[src/rtl/swap_pkg.sv]
// Shared types for the register swap engine: FSM state encoding and operation modes.
package swap_pkg;

  typedef enum logic [2:0] {
    IDLE = 3'd0,
    T1   = 3'd1,
    T2   = 3'd2,
    T3   = 3'd3,
    FIN  = 3'd4
  } state_e;

  typedef enum logic [1:0] {
    SWAP  = 2'b00,
    COPY  = 2'b01,
    CLEAR = 2'b10,
    RSVD  = 2'b11
  } mode_e;

endpackage

[src/rtl/swap_regfile.sv]
// Register bank: one synchronous write port, a combinational bus-read port and a combinational read port.
module swap_regfile #(
  parameter int unsigned WIDTH = 6,
  parameter int unsigned NREGS = 8,
  localparam int unsigned AW   = $clog2(NREGS)
) (
  input  logic             ck_i,
  input  logic             rst_i,
  input  logic             we_i,
  input  logic [AW-1:0]    waddr_i,
  input  logic [WIDTH-1:0] wdata_i,
  input  logic [AW-1:0]    bus_raddr_i,
  output logic [WIDTH-1:0] bus_rdata_o,
  input  logic [AW-1:0]    rd_addr_i,
  output logic [WIDTH-1:0] rd_data_o
);

  logic [WIDTH-1:0] regs_q [NREGS];

  always_ff @(posedge ck_i) begin
    if (rst_i) begin
      for (int unsigned i = 0; i < NREGS; i++) begin
        regs_q[i] <= '0;
      end
    end else if (we_i) begin
      regs_q[waddr_i] <= wdata_i;
    end
  end

  assign bus_rdata_o = regs_q[bus_raddr_i];
  assign rd_data_o   = regs_q[rd_addr_i];

endmodule

[src/rtl/swap_engine.sv]
// Register swap/copy/clear engine: a sequencer moving values between bank registers over one shared bus.
module swap_engine
  import swap_pkg::*;
#(
  parameter int unsigned WIDTH = 6,
  parameter int unsigned NREGS = 8,
  parameter int unsigned AW    = 3
) (
  input  logic             ck,
  input  logic             rst,
  input  logic             w,
  input  logic [1:0]       mode,
  input  logic [AW-1:0]    ra,
  input  logic [AW-1:0]    rb,
  input  logic [AW-1:0]    rt,
  input  logic             ld,
  input  logic [AW-1:0]    ld_addr,
  input  logic [WIDTH-1:0] ld_data,
  input  logic [AW-1:0]    rd_addr,
  output logic [WIDTH-1:0] rd_data,
  output logic [WIDTH-1:0] barramento,
  output logic             busy,
  output logic             done,
  output logic             err
);

  state_e           state_q;
  mode_e            mode_q;
  mode_e            req_mode;
  logic [AW-1:0]    ra_q, rb_q, rt_q;
  logic             busy_q, done_q, err_q;
  logic             reject;

  logic             xfer;
  logic             src_zero;
  logic [AW-1:0]    src_idx, dst_idx;
  logic [WIDTH-1:0] bus_rdata;
  logic             wr_en;
  logic [AW-1:0]    wr_addr;
  logic [WIDTH-1:0] wr_data;

  assign req_mode = mode_e'(mode);
  assign reject   = (req_mode == RSVD) || ((req_mode == SWAP) && ((rt == ra) || (rt == rb)));

  // busy drops on entry to FIN so it is never high alongside done.
  always_ff @(posedge ck) begin
    if (rst) begin
      state_q <= IDLE;
      mode_q  <= SWAP;
      ra_q    <= '0;
      rb_q    <= '0;
      rt_q    <= '0;
      busy_q  <= 1'b0;
      done_q  <= 1'b0;
      err_q   <= 1'b0;
    end else begin
      done_q <= 1'b0;
      err_q  <= 1'b0;
      case (state_q)
        IDLE: begin
          if (w && !ld) begin
            if (reject) begin
              err_q <= 1'b1;
            end else begin
              mode_q  <= req_mode;
              ra_q    <= ra;
              rb_q    <= rb;
              rt_q    <= rt;
              busy_q  <= 1'b1;
              state_q <= (req_mode == SWAP) ? T1 : T3;
            end
          end
        end
        T1: state_q <= T2;
        T2: state_q <= T3;
        T3: begin
          state_q <= FIN;
          done_q  <= 1'b1;
          busy_q  <= 1'b0;
        end
        FIN:     state_q <= IDLE;
        default: state_q <= IDLE;
      endcase
    end
  end

  always_comb begin
    xfer     = 1'b0;
    src_zero = 1'b0;
    src_idx  = '0;
    dst_idx  = '0;
    case (state_q)
      T1: begin
        xfer    = 1'b1;
        src_idx = ra_q;
        dst_idx = rt_q;
      end
      T2: begin
        xfer    = 1'b1;
        src_idx = rb_q;
        dst_idx = ra_q;
      end
      T3: begin
        xfer = 1'b1;
        case (mode_q)
          COPY: begin
            src_idx = ra_q;
            dst_idx = rb_q;
          end
          CLEAR: begin
            src_zero = 1'b1;
            dst_idx  = ra_q;
          end
          default: begin
            src_idx = rt_q;
            dst_idx = rb_q;
          end
        endcase
      end
      default: ;
    endcase
  end

  // Bus transfers and direct loads share the single write port; loads only win in IDLE.
  assign barramento = (xfer && !src_zero) ? bus_rdata : '0;
  assign wr_en      = xfer || ((state_q == IDLE) && ld);
  assign wr_addr    = xfer ? dst_idx : ld_addr;
  assign wr_data    = xfer ? barramento : ld_data;

  swap_regfile #(
    .WIDTH (WIDTH),
    .NREGS (NREGS)
  ) u_regfile (
    .ck_i        (ck),
    .rst_i       (rst),
    .we_i        (wr_en),
    .waddr_i     (wr_addr),
    .wdata_i     (wr_data),
    .bus_raddr_i (src_idx),
    .bus_rdata_o (bus_rdata),
    .rd_addr_i   (rd_addr),
    .rd_data_o   (rd_data)
  );

  assign busy = busy_q;
  assign done = done_q;
  assign err  = err_q;

endmodule

[config.mk]
export PLATFORM = sky130hd
export DESIGN_NAME = swap_engine
export DESIGN_NICKNAME = d
export VERILOG_FILES = /design/src/rtl/swap_pkg.sv /design/src/rtl/swap_regfile.sv /design/src/rtl/swap_engine.sv
export SDC_FILE = /design/constraint.sdc
export NUM_CORES = 1
export LEC_CHECK = 0
export ABC_AREA = 1
export BUFFER_PORTS_ARGS = -buffer_cell sky130_fd_sc_hd__buf_2
export CAP_MARGIN = 20
export CORE_MARGIN = 8
export CORE_UTILIZATION = 40
export CTS_CLUSTER_DIAMETER = 200
export DETAILED_ROUTE_END_ITERATION = 12
export PLACE_DENSITY = 0.68
export SKIP_LAST_GASP = 1
export SLEW_MARGIN = 20
export SYNTH_ARGS = -nofsm -noshare
export SYNTH_HDL_FRONTEND = slang
export SYNTH_SLANG_ARGS = --single-unit
[constraint.sdc]
create_clock -name ck -period 2.21 [get_ports ck]
set_input_delay 0.1105 -clock ck [delete_from_list [all_inputs] [get_ports ck]]
set_output_delay 0.1105 -clock ck [all_outputs]
set_load 0.1 [all_outputs]
=== Yosys cells after proc, flatten, opt, wreduce, memory -nomap -nowiden ===
Memory sizes are Yosys's and may differ from the RTL's.
Index checks and enable logic that the tools add are counted.
W data, S select, Z words.

* Bits in registers: 17
* Memory bits (writable): 48
* Output and inout bits: 15
* Logic and storage cells: 67
* Memories kept: 1

* Equal/unequal tests: 10
* Multiplexer cells: 27
* Bitwise logic cells: 3
* Reductions and logical operators: 18

{| class="wikitable"
|+ Memory list
! memory !! words !! bits a word !! read ports !! clocked after Yosys merged registers in !! wr ports !! line !! text
|-
| u_regfile.regs_q || 8 || 6 || 2 || 0 || 8 || swap_regfile.sv:18 || <nowiki>logic [WIDTH-1:0] regs_q [NREGS];</nowiki>
|}

{| class="wikitable"
|+ Operators by type and width
! operator !! number
|-
| $mux W6 || 3
|-
| $pmux W3 S3 || 2
|-
| $mux W3 || 5
|-
| $mux W1 || 13
|-
| $pmux W3 S4 || 1
|-
| $eq A3 B2 Y1 const B || 2
|-
| $eq A3 B3 Y1 || 2
|-
| $pmux W3 S2 || 1
|-
| $reduce_and A3 Y1 || 2
|-
| $reduce_or A3 Y1 || 2
|-
| $reduce_or A6 Y1 || 1
|-
| $eq A2 B2 Y1 const B || 2
|-
| $logic_and A1 B1 Y1 || 4
|-
| $ne A2 B2 Y1 const B || 2
|-
| $eq A3 B1 Y1 const B || 1
|-
| $logic_not A3 Y1 || 1
|-
| $logic_or A1 B1 Y1 || 3
|-
| $not A1 Y1 || 3
|-
| $eq A2 B1 Y1 const B || 1
|-
| $logic_not A1 Y1 || 2
|-
| $logic_not A2 Y1 || 1
|-
| $mux W2 || 1
|-
| $pmux W1 S2 || 1
|-
| $reduce_and A2 Y1 || 1
|-
| $reduce_bool A2 Y1 || 1
|}

=== Logic depth before layout (Yosys ltp) ===
* Depth after elaboration: 9
* Depth in mapped cells: 13
* Mapped depth without buffers: 12

=== Modules after synthesis ===
Synthesis repeated with hierarchy kept, for this count alone.

* Cell total of the unflattened synthesis: 595
* Area, all modules: 4058.9 um^2

{| class="wikitable"
|+ By module, submodules not included
! module !! times used !! cells an instance !! area an instance (um^2) !! sequential area each (um^2)
|-
| swap_regfile || 1 || 402 || 2895.3 || 1441.4
|-
| swap_engine || 1 || 193 || 1163.6 || 340.3
|}

=== Worst setup path before layout ===
Ideal clock, no wire load.

* Path kind: input to output
* Start point: in rd_addr[0]
* End point: out rd_data[0]
* Data arrival time: 2.501 ns
* Path slack: -0.402 ns
* Stages: 6
* Path through: clkbuf_1 > clkbuf_1 > nor2_1 > nor2_1 > o21ai_0 > a31oi_1

* Word-level cells in the longest chain between the ends: 1

{| class="wikitable"
|+ Ends and longest elaborated chain
! what !! line !! text
|-
| start: declaration || swap_engine.sv:19 || <nowiki>input logic [AW-1:0] rd_addr,</nowiki>
|-
| $mem_v2 Z8 W6 || n/a ||
|-
| end: declaration || swap_engine.sv:20 || <nowiki>output logic [WIDTH-1:0] rd_data,</nowiki>
|}

No other way between the ends.

=== Worst setup path in the final report ===
* Start point: reg mode_q[0]
* End point: out barramento[1]

* Word-level cells in the longest chain between the ends: 6
* Elaborated cells between the ends (all ways): 10
* Those cells by class: 2 x eq/ne; 5 x mux; 2 x reduce/logical; 1 x memory

{| class="wikitable"
|+ Ends and longest elaborated chain
! what !! line !! text
|-
| start: declaration || swap_engine.sv:28 || <nowiki>mode_e mode_q;</nowiki>
|-
| start signal: assignment || swap_engine.sv:65 || <nowiki>mode_q <= req_mode;</nowiki>
|-
| parallel branches: the longest is 5 deep, another holds $mem_v2 Z8 W6 || n/a ||
|-
| $mux W6 * || swap_engine.sv:125 || <nowiki>assign barramento = (xfer && !src_zero) ? bus_rdata : '0;</nowiki>
|-
| end: declaration || swap_engine.sv:21 || <nowiki>output logic [WIDTH-1:0] barramento,</nowiki>
|}

Mark *: on every way between the ends.

==> impl_metrics.json <==
{
  "outcome": "finished with violations",
  "failed_checks": "negative setup slack",
  "hold_path_class": "in -> reg",
  "fillers": 916,
  "cts_tree": "built",
  "ys_ff_latch": 65,
  "async_reset_ff_share_pct": 0,
  "diodes": 0,
  "drc": 0,
  "rows": 36,
  "leakage_uw": 0.00202,
  "clock_latency_ps": 360,
  "final_cells": 702,
  "final_util_pct": 52.6,
  "synth_top_area_share_pct": 36.1,
  "timing.hold.ws_ps": 41.3,
  "maxCapViolations": 0,
  "yosys_most_used_dff": "edfxtp_1",
  "regArea_mm2": 0.00179,
  "postRouteAntennaNets": 0,
  "cts_max_level": 3,
  "hold_start": "rb[1]",
  "grt_pass1_wl_um": 20200,
  "cts.clk_slew.worst_paths_ps": 60,
  "power_uw": 3750,
  "fp.dieH_um": 116,
  "cts.sinks": 65,
  "synth_cell_types": 33,
  "path_cells": "inv_2 -> ha_4 -> inv_4 -> nand2_4 -> nand3_4 -> buf_6 -> nand3_4 -> nand2_2 -> nand3_2 -> nand2_2 -> nand2_2 -> nand3_4 -> clkinvlp_4 -> buf_12",
  "synth-edff-count": 48,
  "fmax_mhz": 414,
  "hold_end": "rb_q[1]",
  "fin_crit_sh_pct": 109,
  "grt_max_degree": 28,
  "initial_core_util_pct": 41.1,
  "cts_buffer_depth": 2,
  "hold_depth": 3,
  "synth.cell_area_mm2": 0.00400,
  "coreArea_mm2": 0.00973,
  "globalRouteOverflowTotal": 0,
  "synth_area_leaders": "edfxtp_1 36%, nand2_1 9.9%, dfxtp_1 8.5%",
  "slowest_delay_ps": 330,
  "slew_violations": 0,
  "rsz0062_at_grt": "true",
  "die_x_um": 116,
  "reg2reg_depth": 13,
  "drive_above_1_share_pct": 28.8,
  "io_buffers": 41,
  "drtPass1Iterations": 6,
  "skew_ps": 11.5,
  "finalSetupViolCount": 6,
  "timing.rr.start": "mode_q[0]",
  "num_vias": 4053,
  "crit_path_start_kind": "register",
  "crit_type": "reg -> out",
  "ctsHoldBuffers": 0,
  "cts_inserted_buffers": 9,
  "synthCells": 502,
  "fin_crit_ps": 2410,
  "totalWireLength_um": 13000,
  "finalHoldViolations": 0,
  "vias_per_cell": 5.77,
  "multi_input_area_mm2": 0.00210,
  "dp_cells": 672,
  "powerDensity_mw_per_mm2": 732,
  "yosys.area.top_type": "edfxtp_1",
  "grt_antenna_before_repair": 0,
  "ys_top_cells_by_count": "105 x nand2_1, 67 x a21oi_1, 48 x edfxtp_1",
  "critPathRequiredTime_ps": 2100,
  "post_drt_wl_per_cell_um": 18.5,
  "syn_nets": 531,
  "worst_slew_margin_rel_pct": 63.4,
  "critPathSlowestCell": "dfxtp_2",
  "r2r_setup_slack_ps": 30,
  "grt_pass1_vias": 3792,
  "drtIter0Drc": 395,
  "ys_seq_area_share_pct": 44.6,
  "tns_ps": -784,
  "arrival_ps": 2300,
  "globalRouteTotalUtil_pct": 19.6,
  "vdd_drop_max_mv": 0.518,
  "syn_avg_cell_area_um2": 7.96,
  "place_congestion": 0.883,
  "synth_warnings": 0,
  "path_max_fanout": 7,
  "ioPinCount": 42,
  "worst_pin_slew_ps": 547,
  "clk_root_buffer_cell": "clkbuf_8",
  "area_growth_pct": 28.1,
  "die-area_mm2": 0.0134,
  "nets": 593,
  "timing.rr.end": "u_regfile.regs_q[3][2]",
  "synth.most_common_cell": "nand2_1",
  "finalWorstSetupSlack_ps": -204,
  "dp_hpwl_um": 8720,
  "end_kind": "primary output"
}
[per-layer routing]
| metal | GRT usage, % | routed length [um] | up-vias |
|---|---|---|---|
| li1 | - | - | 1866 |
| met1 | 25.1 | 5230 | 1890 |
| met2 | 29.7 | 5830 | 253 |
| met3 | 7.09 | 1550 | 44 |
| met4 | 6.83 | 365 | 0 |
| met5 | 0 | 0 | - |
[where the power goes]
part	leakage, uW	switching (uW)	internal, uW
clock network	0.0000818	474	398
registers	0.000638	78.9	1430
logic	0.00130	935	435
total	0.00202	1490	2260
[per-stage QoR]
stage                     instance area, um2  setup slack (ps)
final                                   5120              -204
after global routing                    5120              -288
after CTS                               5030              -179
after detailed placement                4660              12.5
after global placement                  4660              50.7
after floorplan                         4060              40.0
[worst max-delay path by stage]
| stage | startpoint | to | depth (start not counted) | slack, ps |
|---|---|---|---|---|
| floorplan | mode_q[0] | barramento[3] | 12 | 40 |
| global placement | mode_q[0] | barramento[2] | 12 | 50 |
| detailed placement | mode_q[0] | barramento[2] | 12 | 10 |
| CTS | mode_q[0] | barramento[1] | 14 | -180 |
| global route | mode_q[0] | barramento[1] | 14 | -290 |
| finish | mode_q[0] | barramento[1] | 14 | -200 |
[worst max-delay path, delay by kind of cell (launching register included)]
family,cells,cell delay (ps)
AND/OR/NAND/NOR,8,770
flip-flops,1,330
adder cells (fa/ha/maj),1,280
buffers and inverters,5,570
[logic make-up after synthesis]
kind of cell	synth area share [%]
buffers and inverters	7.67
xor gates and xnor gates	1.31
and+or+nand+nor	31.1
adders and majority gates	0.626
DFF	44.6
AOI/OAI and AO/OA	14.7
[sequential cells by signal (all words and copies together), names as in the netlist]
register          cells
busy                  1
done                  1
err                   1
rt_q                  3
rb_q                  3
mode_q                2
u_regfile.regs_q     48
ra_q                  3
state_q               3
[final cells by class]
class | count | share of cell area, %
inverter | 47 | 3.98
tap | 133 | 3.25
clock inverter | 6 | 0.684
sequential | 65 | 34.9
clock buffer | 10 | 2.49
multi-input combinational | 366 | 41.1
timing repair buffer | 75 | 13.6
[repair_timing]
item	in CTS	in global routing
pin swaps	11	15
resized for setup	25	25
gates cloned	3	1
setup endpoints to repair	6	56
buffers inserted	8	6
endpoints found under the hold margin	0	0
[placed cells by master, fill, tap and decap left out, types with 8 or more instances in the layout]
cell type,count
buf_2,29
o21ai_0,26
nand4_1,26
clkbuf_8,9
nand2_2,19
nand2_1,94
buf_12,14
nand3_4,12
nand3_2,8
buf_4,25
inv_1,37
nand3_1,37
nor2_1,38
edfxtp_1,48
a21oi_1,66
clkinvlp_4,8
dfxtp_1,12
No activity file was read; power rests on OpenSTA's default activity.
